--- config.mk ---
export PLATFORM = sky130hd
export DESIGN_NAME = tremolo_am_flat
export DESIGN_NICKNAME = d
export VERILOG_FILES = /design/src/rtl/tremolo_pkg.sv /design/src/rtl/tremolo_am_if.sv /design/src/rtl/tremolo_am_lfo_gen.sv /design/src/rtl/tremolo_am.sv /design/src/flat_wrapper.sv
export SDC_FILE = /design/constraint.sdc
export NUM_CORES = 1
export LEC_CHECK = 0
export ABC_AREA = 1
export CORE_AREA = 2 2 181 183
export CTS_CLUSTER_DIAMETER = 50
export DETAILED_ROUTE_END_ITERATION = 16
export DIE_AREA = 0 0 183 185
export DONT_BUFFER_PORTS = 1
export PLACE_DENSITY = 0.75
export SLEW_MARGIN = 20
export SYNTH_ARGS = -nofsm -noshare
export SYNTH_HDL_FRONTEND = slang
export SYNTH_SLANG_ARGS = --single-unit
--- constraint.sdc ---
create_clock -name CLK -period 9 [get_ports CLK]
set_input_delay 0.9 -clock CLK [delete_from_list [all_inputs] [get_ports CLK]]
set_output_delay 0.9 -clock CLK [all_outputs]
set_load 0.03 [all_outputs]
--- src/rtl/tremolo_pkg.sv ---
// Shared constants, LFO direction encoding and width helpers for the tremolo block.
package tremolo_pkg;

  localparam logic WAVE_TRI = 1'b0;
  localparam logic WAVE_SQR = 1'b1;

  typedef enum logic {
    ST_UP   = 1'b0,
    ST_DOWN = 1'b1
  } lfo_dir_e;

  // Peak LFO amplitude for a given LFO resolution.
  function automatic int unsigned lfo_max_f(input int unsigned w);
    return (32'd1 << w) - 32'd1;
  endfunction

  // Unity gain (no attenuation) for a given LFO resolution.
  function automatic int unsigned gain_unity_f(input int unsigned w);
    return 32'd1 << w;
  endfunction

endpackage

--- src/rtl/tremolo_am_if.sv ---
// Sample/control bundle between the codec side and the tremolo block.
interface tremolo_am_if #(
  parameter int DATA_WIDTH  = 32,
  parameter int RATE_WIDTH  = 24,
  parameter int DEPTH_WIDTH = 8
);
  logic                          en;
  logic                          audio_ready;
  logic signed [DATA_WIDTH-1:0]  x;
  logic [RATE_WIDTH-1:0]         rate;
  logic [DEPTH_WIDTH-1:0]        depth;
  logic                          wave_sel;
  logic signed [DATA_WIDTH-1:0]  y;
  logic                          y_valid;
  logic                          indicator;

  modport master (
    output en, audio_ready, x, rate, depth, wave_sel,
    input  y, y_valid, indicator
  );

  modport slave (
    input  en, audio_ready, x, rate, depth, wave_sel,
    output y, y_valid, indicator
  );
endinterface

--- src/rtl/tremolo_am_lfo_gen.sv ---
// Tick counter plus triangle/square LFO with direction FSM.
//   state   | meaning
//   ST_UP   | lfo increments each tick; the tick reaching LFO_MAX turns around
//   ST_DOWN | lfo decrements each tick; the tick reaching 0 turns around
module lfo_gen
  import tremolo_pkg::*;
#(
  parameter int LFO_WIDTH  = 8,
  parameter int RATE_WIDTH = 24
) (
  input  logic                  CLK,
  input  logic                  rst,
  input  logic                  en,
  input  logic [RATE_WIDTH-1:0] rate,
  input  logic                  wave_sel,
  output logic [LFO_WIDTH-1:0]  m,
  output logic                  indicator
);

  localparam logic [LFO_WIDTH-1:0] LFO_MAX = LFO_WIDTH'(lfo_max_f(LFO_WIDTH));

  logic [RATE_WIDTH-1:0] r_cnt;
  logic [LFO_WIDTH-1:0]  r_lfo;
  lfo_dir_e              r_state;
  logic                  r_ind;
  logic                  w_rate_nz;
  logic                  w_tick;

  // The >= compare lets a lowered rate fire on the very next cycle instead of wrapping.
  assign w_rate_nz = (rate != '0);
  assign w_tick    = w_rate_nz && (r_cnt >= (rate - RATE_WIDTH'(1)));

  // Tick counter, triangle counter and direction FSM with registered indicator.
  always_ff @(posedge CLK or posedge rst) begin
    if (rst) begin
      r_cnt   <= '0;
      r_lfo   <= '0;
      r_state <= ST_UP;
      r_ind   <= 1'b0;
    end else if (!en) begin
      r_cnt   <= '0;
      r_lfo   <= '0;
      r_state <= ST_UP;
      r_ind   <= 1'b0;
    end else if (w_rate_nz) begin
      if (w_tick) begin
        r_cnt <= '0;
        case (r_state)
          ST_UP: begin
            r_lfo <= r_lfo + LFO_WIDTH'(1);
            if (r_lfo == (LFO_MAX - LFO_WIDTH'(1))) begin
              r_state <= ST_DOWN;
              r_ind   <= 1'b1;
            end
          end
          ST_DOWN: begin
            r_lfo <= r_lfo - LFO_WIDTH'(1);
            if (r_lfo == LFO_WIDTH'(1)) begin
              r_state <= ST_UP;
              r_ind   <= 1'b0;
            end
          end
          default: begin
            r_state <= ST_UP;
            r_ind   <= 1'b0;
          end
        endcase
      end else begin
        r_cnt <= r_cnt + RATE_WIDTH'(1);
      end
    end
  end

  // Modulator selection; wave_sel only matters when the top captures a sample.
  always_comb begin
    m = r_lfo;
    if (wave_sel == WAVE_SQR) m = r_ind ? LFO_MAX : '0;
  end

  assign indicator = r_ind;

endmodule

--- src/rtl/tremolo_am.sv ---
// Amplitude-modulation tremolo: LFO-derived gain and a 3-stage multiply pipeline.
module tremolo_am
  import tremolo_pkg::*;
#(
  parameter int DATA_WIDTH  = 32,
  parameter int LFO_WIDTH   = 8,
  parameter int RATE_WIDTH  = 24,
  parameter int DEPTH_WIDTH = 8
) (
  input logic        CLK,
  input logic        rst,
  tremolo_am_if.slave bus
);

  localparam logic [LFO_WIDTH:0] GAIN_UNITY = (LFO_WIDTH+1)'(gain_unity_f(LFO_WIDTH));
  localparam int PW = DATA_WIDTH + LFO_WIDTH + 2;
  localparam int DW = DEPTH_WIDTH + LFO_WIDTH;

  logic [LFO_WIDTH-1:0]         w_m;
  logic                         w_ind;
  logic [DW-1:0]                w_dm;
  logic [LFO_WIDTH-1:0]         w_a;
  logic [LFO_WIDTH:0]           w_gain;

  logic signed [DATA_WIDTH-1:0] r_x;
  logic [LFO_WIDTH:0]           r_gain;
  logic                         r_v1;
  logic signed [PW-1:0]         w_x_ext;
  logic signed [PW-1:0]         w_g_ext;
  logic signed [PW-1:0]         r_prod;
  logic                         r_v2;
  logic signed [PW-1:0]         w_shift;
  logic signed [DATA_WIDTH-1:0] r_y;
  logic                         r_y_valid;

  lfo_gen #(
    .LFO_WIDTH (LFO_WIDTH),
    .RATE_WIDTH(RATE_WIDTH)
  ) u_lfo (
    .CLK      (CLK),
    .rst      (rst),
    .en       (bus.en),
    .rate     (bus.rate),
    .wave_sel (bus.wave_sel),
    .m        (w_m),
    .indicator(w_ind)
  );

  // Attenuation a = (depth*m) >> DEPTH_WIDTH; bypass forces unity gain.
  assign w_dm   = {{LFO_WIDTH{1'b0}}, bus.depth} * {{DEPTH_WIDTH{1'b0}}, w_m};
  assign w_a    = w_dm[DEPTH_WIDTH +: LFO_WIDTH];
  assign w_gain = bus.en ? (GAIN_UNITY - {1'b0, w_a}) : GAIN_UNITY;

  // S1: capture sample and gain on audio_ready.
  always_ff @(posedge CLK or posedge rst) begin
    if (rst) begin
      r_x    <= '0;
      r_gain <= '0;
      r_v1   <= 1'b0;
    end else begin
      r_v1 <= bus.audio_ready;
      if (bus.audio_ready) begin
        r_x    <= bus.x;
        r_gain <= w_gain;
      end
    end
  end

  // Gain is zero-extended so the signed multiply treats it as positive.
  assign w_x_ext = PW'(r_x);
  assign w_g_ext = PW'($signed({1'b0, r_gain}));

  // S2: register the full-width signed product.
  always_ff @(posedge CLK or posedge rst) begin
    if (rst) begin
      r_prod <= '0;
      r_v2   <= 1'b0;
    end else begin
      r_prod <= w_x_ext * w_g_ext;
      r_v2   <= r_v1;
    end
  end

  // gain never exceeds unity, so the floor shift always fits DATA_WIDTH.
  assign w_shift = r_prod >>> LFO_WIDTH;

  // S3: output register and valid strobe.
  always_ff @(posedge CLK or posedge rst) begin
    if (rst) begin
      r_y       <= '0;
      r_y_valid <= 1'b0;
    end else begin
      r_y_valid <= r_v2;
      if (r_v2) r_y <= w_shift[DATA_WIDTH-1:0];
    end
  end

  assign bus.y         = r_y;
  assign bus.y_valid   = r_y_valid;
  assign bus.indicator = w_ind;

endmodule

--- src/flat_wrapper.sv ---
// flat-port wrapper written by rule: the top's interface ports become plain ports
module tremolo_am_flat import tremolo_pkg::*;
#(
  parameter int DATA_WIDTH  = 32,
  parameter int LFO_WIDTH   = 8,
  parameter int RATE_WIDTH  = 24,
  parameter int DEPTH_WIDTH = 8
)
  (CLK, rst, bus_en, bus_audio_ready, bus_x, bus_rate, bus_depth, bus_wave_sel, bus_y, bus_y_valid, bus_indicator);
  tremolo_am_if #(.DATA_WIDTH(DATA_WIDTH), .RATE_WIDTH(RATE_WIDTH), .DEPTH_WIDTH(DEPTH_WIDTH)) bus_i ();
  input logic CLK;
  input logic rst;
  input wire logic [$bits(bus_i.en)-1:0] bus_en;
  input wire logic [$bits(bus_i.audio_ready)-1:0] bus_audio_ready;
  input wire logic [$bits(bus_i.x)-1:0] bus_x;
  input wire logic [$bits(bus_i.rate)-1:0] bus_rate;
  input wire logic [$bits(bus_i.depth)-1:0] bus_depth;
  input wire logic [$bits(bus_i.wave_sel)-1:0] bus_wave_sel;
  output wire logic [$bits(bus_i.y)-1:0] bus_y;
  output wire logic [$bits(bus_i.y_valid)-1:0] bus_y_valid;
  output wire logic [$bits(bus_i.indicator)-1:0] bus_indicator;
  assign bus_i.en = bus_en;
  assign bus_i.audio_ready = bus_audio_ready;
  assign bus_i.x = bus_x;
  assign bus_i.rate = bus_rate;
  assign bus_i.depth = bus_depth;
  assign bus_i.wave_sel = bus_wave_sel;
  assign bus_y = bus_i.y;
  assign bus_y_valid = bus_i.y_valid;
  assign bus_indicator = bus_i.indicator;
  tremolo_am #(.DATA_WIDTH(DATA_WIDTH), .LFO_WIDTH(LFO_WIDTH), .RATE_WIDTH(RATE_WIDTH), .DEPTH_WIDTH(DEPTH_WIDTH)) u_core (.CLK(CLK), .rst(rst), .bus(bus_i));
endmodule
==> reports/metrics.yaml <==
run_status: "finished clean"
required_ps: 9340
wl_per_cell_um: 15.43
maxCapViolCount: 0
holdCritPathClass: "reg -> reg"
rsz0062_at_grt: "false"
ys.flop_type: "dfrtp_1"
synth-seq-cells: 142
rrSetupSlack_ps: 3280
fmax_mhz: 175.0
syn_inst: 2376
clk_pin_slew_ps: 70
cp_cell_sequence: "buf_4 -> nand2_1 -> fa_1 -> inv_1 -> fa_1 -> fa_1 -> fa_1 -> inv_1 -> fa_1 -> inv_1 -> ha_1 -> nand2_1 -> inv_1 -> a21oi_1 -> o21ai_0 -> a21oi_1 -> nand2_1 -> a21oi_1 -> nor2_1 -> o21ai_0 -> nand2_1"
drv_slew: 0
yosys_warnings: 0
async_reset_ff_frac: 1.000
nNetsFinal: 2793
layout_min_cycle_time_ps: 5716
slowest_stage: "dfrtp_1"
grt_pass1_wl_mm: 73.01
insertedDiodeCount: 0
numClockSinks: 142
fillerInstances: 2873
initial_utilization: 0.5886
end_kind: "flop"
setup_violations: 0
drt-vias-per-instance: 5.398
dp_slack_ps: 3100
cp.arrival_ps: 6060
grt_pass1_vias: 15300
grt_use_total: 0.2685
skew_ps: 20.26
synth_edf_count: 0
core_um2: 32040
cts_buffer_depth: 2
gp_congestion: 0.9368
final_common_cell: "nand2_1"
cp-start-kind: "flop"
final_antenna_net_count: 0
ctsHoldBuffers: 0
grt_max_degree: 78
drt_wl_total_mm: 42.26
syn-num-nets: 2852
cpLargestDelayFamily: "adder cells"
dieWidth_um: 183
worstMarginPinSlew_ps: 842.4
antenna_found_initial: 0
netlist_area_um2: 18860
cts_root_buffer: "clkbuf_16"
overflow: 0
dieHeight_um: 185
stdcell_area_um2: 19690
drtIter0Drc: 928
yosysSeqAreaShare: 0.1884
hold_viol: 0
clock_latency_ps: 460
synth_area_per_cell_um2: 7.938
worstPathMaxFanout: 17
syn_to_final_growth_pct: 4.411
cp_num_buf_inv: 5
fin_setup_tns_ps: 0
cts_resized: 0
drt-pass1-iter-count: 8
synth_cell_type_count: 56
rows: 66
critPathMaxStageDelay_ps: 770
postPlaceCellArea_um2: 19110
final_cell_mix: "nand2_1 (603), inv_1 (527), fa_1 (261)"
relSlewSlack: 0.4384
tritoncts: "built"
crit_top_cell: "fa_1"
port_buffers: 0
ios: 103
crit_type: "reg -> reg"
drc_errors: 0
layout-drive-gt1-share: 0.05193
fin_crit_sh: 0.6351
numCtsBuffers: 17
place_hpwl_mm: 34.19
vias: 14780
htreeDepth: 4
layout_setup_ws_ps: 3284
utilization: 0.6146
die_area_um2: 33860
postCtsSetupBuffers: 0
stage by stage:
stage / instances / hold slack (ps)
floorplan: 2376 / 331.2
global placement: 2706 / 332.5
detailed placement: 2706 / 353.7
CTS: 2738 / 371.4
global route: 2738 / 386.9
finish: 2738 / 372.2
registers in the layout, indices dropped and copies added (netlist names):
signal                  flops
u_core.bus.y               32
u_core.r_x                 32
u_core.r_v1                 1
u_core.bus.y_valid          1
u_core.r_v2                 1
u_core.r_prod              32
u_core.u_lfo.indicator      1
u_core.r_gain               9
u_core.u_lfo.r_cnt         24
u_core.u_lfo.r_lfo          8
u_core.u_lfo.r_state        1
path summary, 6_finish.rpt:
path                             startpoint                end  depth (start not counted)
max                        u_core.r_gain[4]  u_core.r_prod[38]                         21
min                             u_core.r_v1        u_core.r_v2                          0
max reg2reg                u_core.r_gain[4]  u_core.r_prod[38]                         21
min reg2reg                     u_core.r_v1        u_core.r_v2                          0
max in group asynchronous               rst     u_core.r_x[19]                          2
min in group asynchronous               rst   u_core.r_prod[8]                          1
metal layers:
metal | wire, um | GRT usage | share of wire
met5 | 0 | 0 | 0
met4 | 887 | 0.08032 | 0.021
met3 | 2798 | 0.04326 | 0.066
met2 | 19830 | 0.4424 | 0.47
met1 | 18740 | 0.3683 | 0.44
cells by family (layout without fill, tap and decap cells):
logic type      Yosys count  after routing  synth area share
compound gates          186            186           0.05659
flops                   142            142            0.1884
buf+inv                 623            577            0.1249
simple gates            904            904            0.1990
fa+ha+maj               407            407            0.3739
mux                      32             32           0.01911
xor+xnor                 82             82           0.03808
worst register-to-register path, cell delays in order (launching register included):
cell     delay, ps
dfrtp_1        770
buf_4          360
nand2_1        120
fa_1           550
inv_1           50
fa_1           570
fa_1           430
fa_1           500
inv_1           50
fa_1           480
inv_1           40
ha_1           350
nand2_1        140
inv_1           50
a21oi_1        210
o21ai_0        130
a21oi_1        130
nand2_1        110
a21oi_1        240
nor2_1          80
o21ai_0        160
nand2_1         70
final cells by class:
type	instances	area [um2]	share of cell area
multi-input cells	1611	12950	0.6577
flip-flops and latches	142	3553	0.1804
inverters	534	2012	0.1022
well taps	408	510.5	0.02592
clock buffers	17	425.4	0.02160
clock inverters	15	157.7	0.008006
repair buffers	11	82.58	0.004193
cell usage after synthesis, drive strengths merged (7+ instances only):
| cell type | number | area share |
|---|---|---|
| o21ai | 58 | 0.016 |
| a21o | 10 | 0.0040 |
| nand3 | 50 | 0.014 |
| xor2 | 57 | 0.026 |
| fa | 261 | 0.28 |
| a21oi | 82 | 0.023 |
| inv | 534 | 0.11 |
| nand4 | 24 | 0.0091 |
| buf | 19 | 0.0046 |
| mux2 | 32 | 0.019 |
| clkbuf | 70 | 0.014 |
| xnor2 | 25 | 0.012 |
| nor4 | 7 | 0.0023 |
| nor2 | 176 | 0.037 |
| nor3 | 19 | 0.0072 |
| ha | 146 | 0.097 |
| a31oi | 14 | 0.0046 |
| dfrtp | 142 | 0.19 |
| nand2 | 610 | 0.12 |
Power is not shown: default switching activity piles up to over one toggle a cycle in this logic, so the estimate is an artifact.
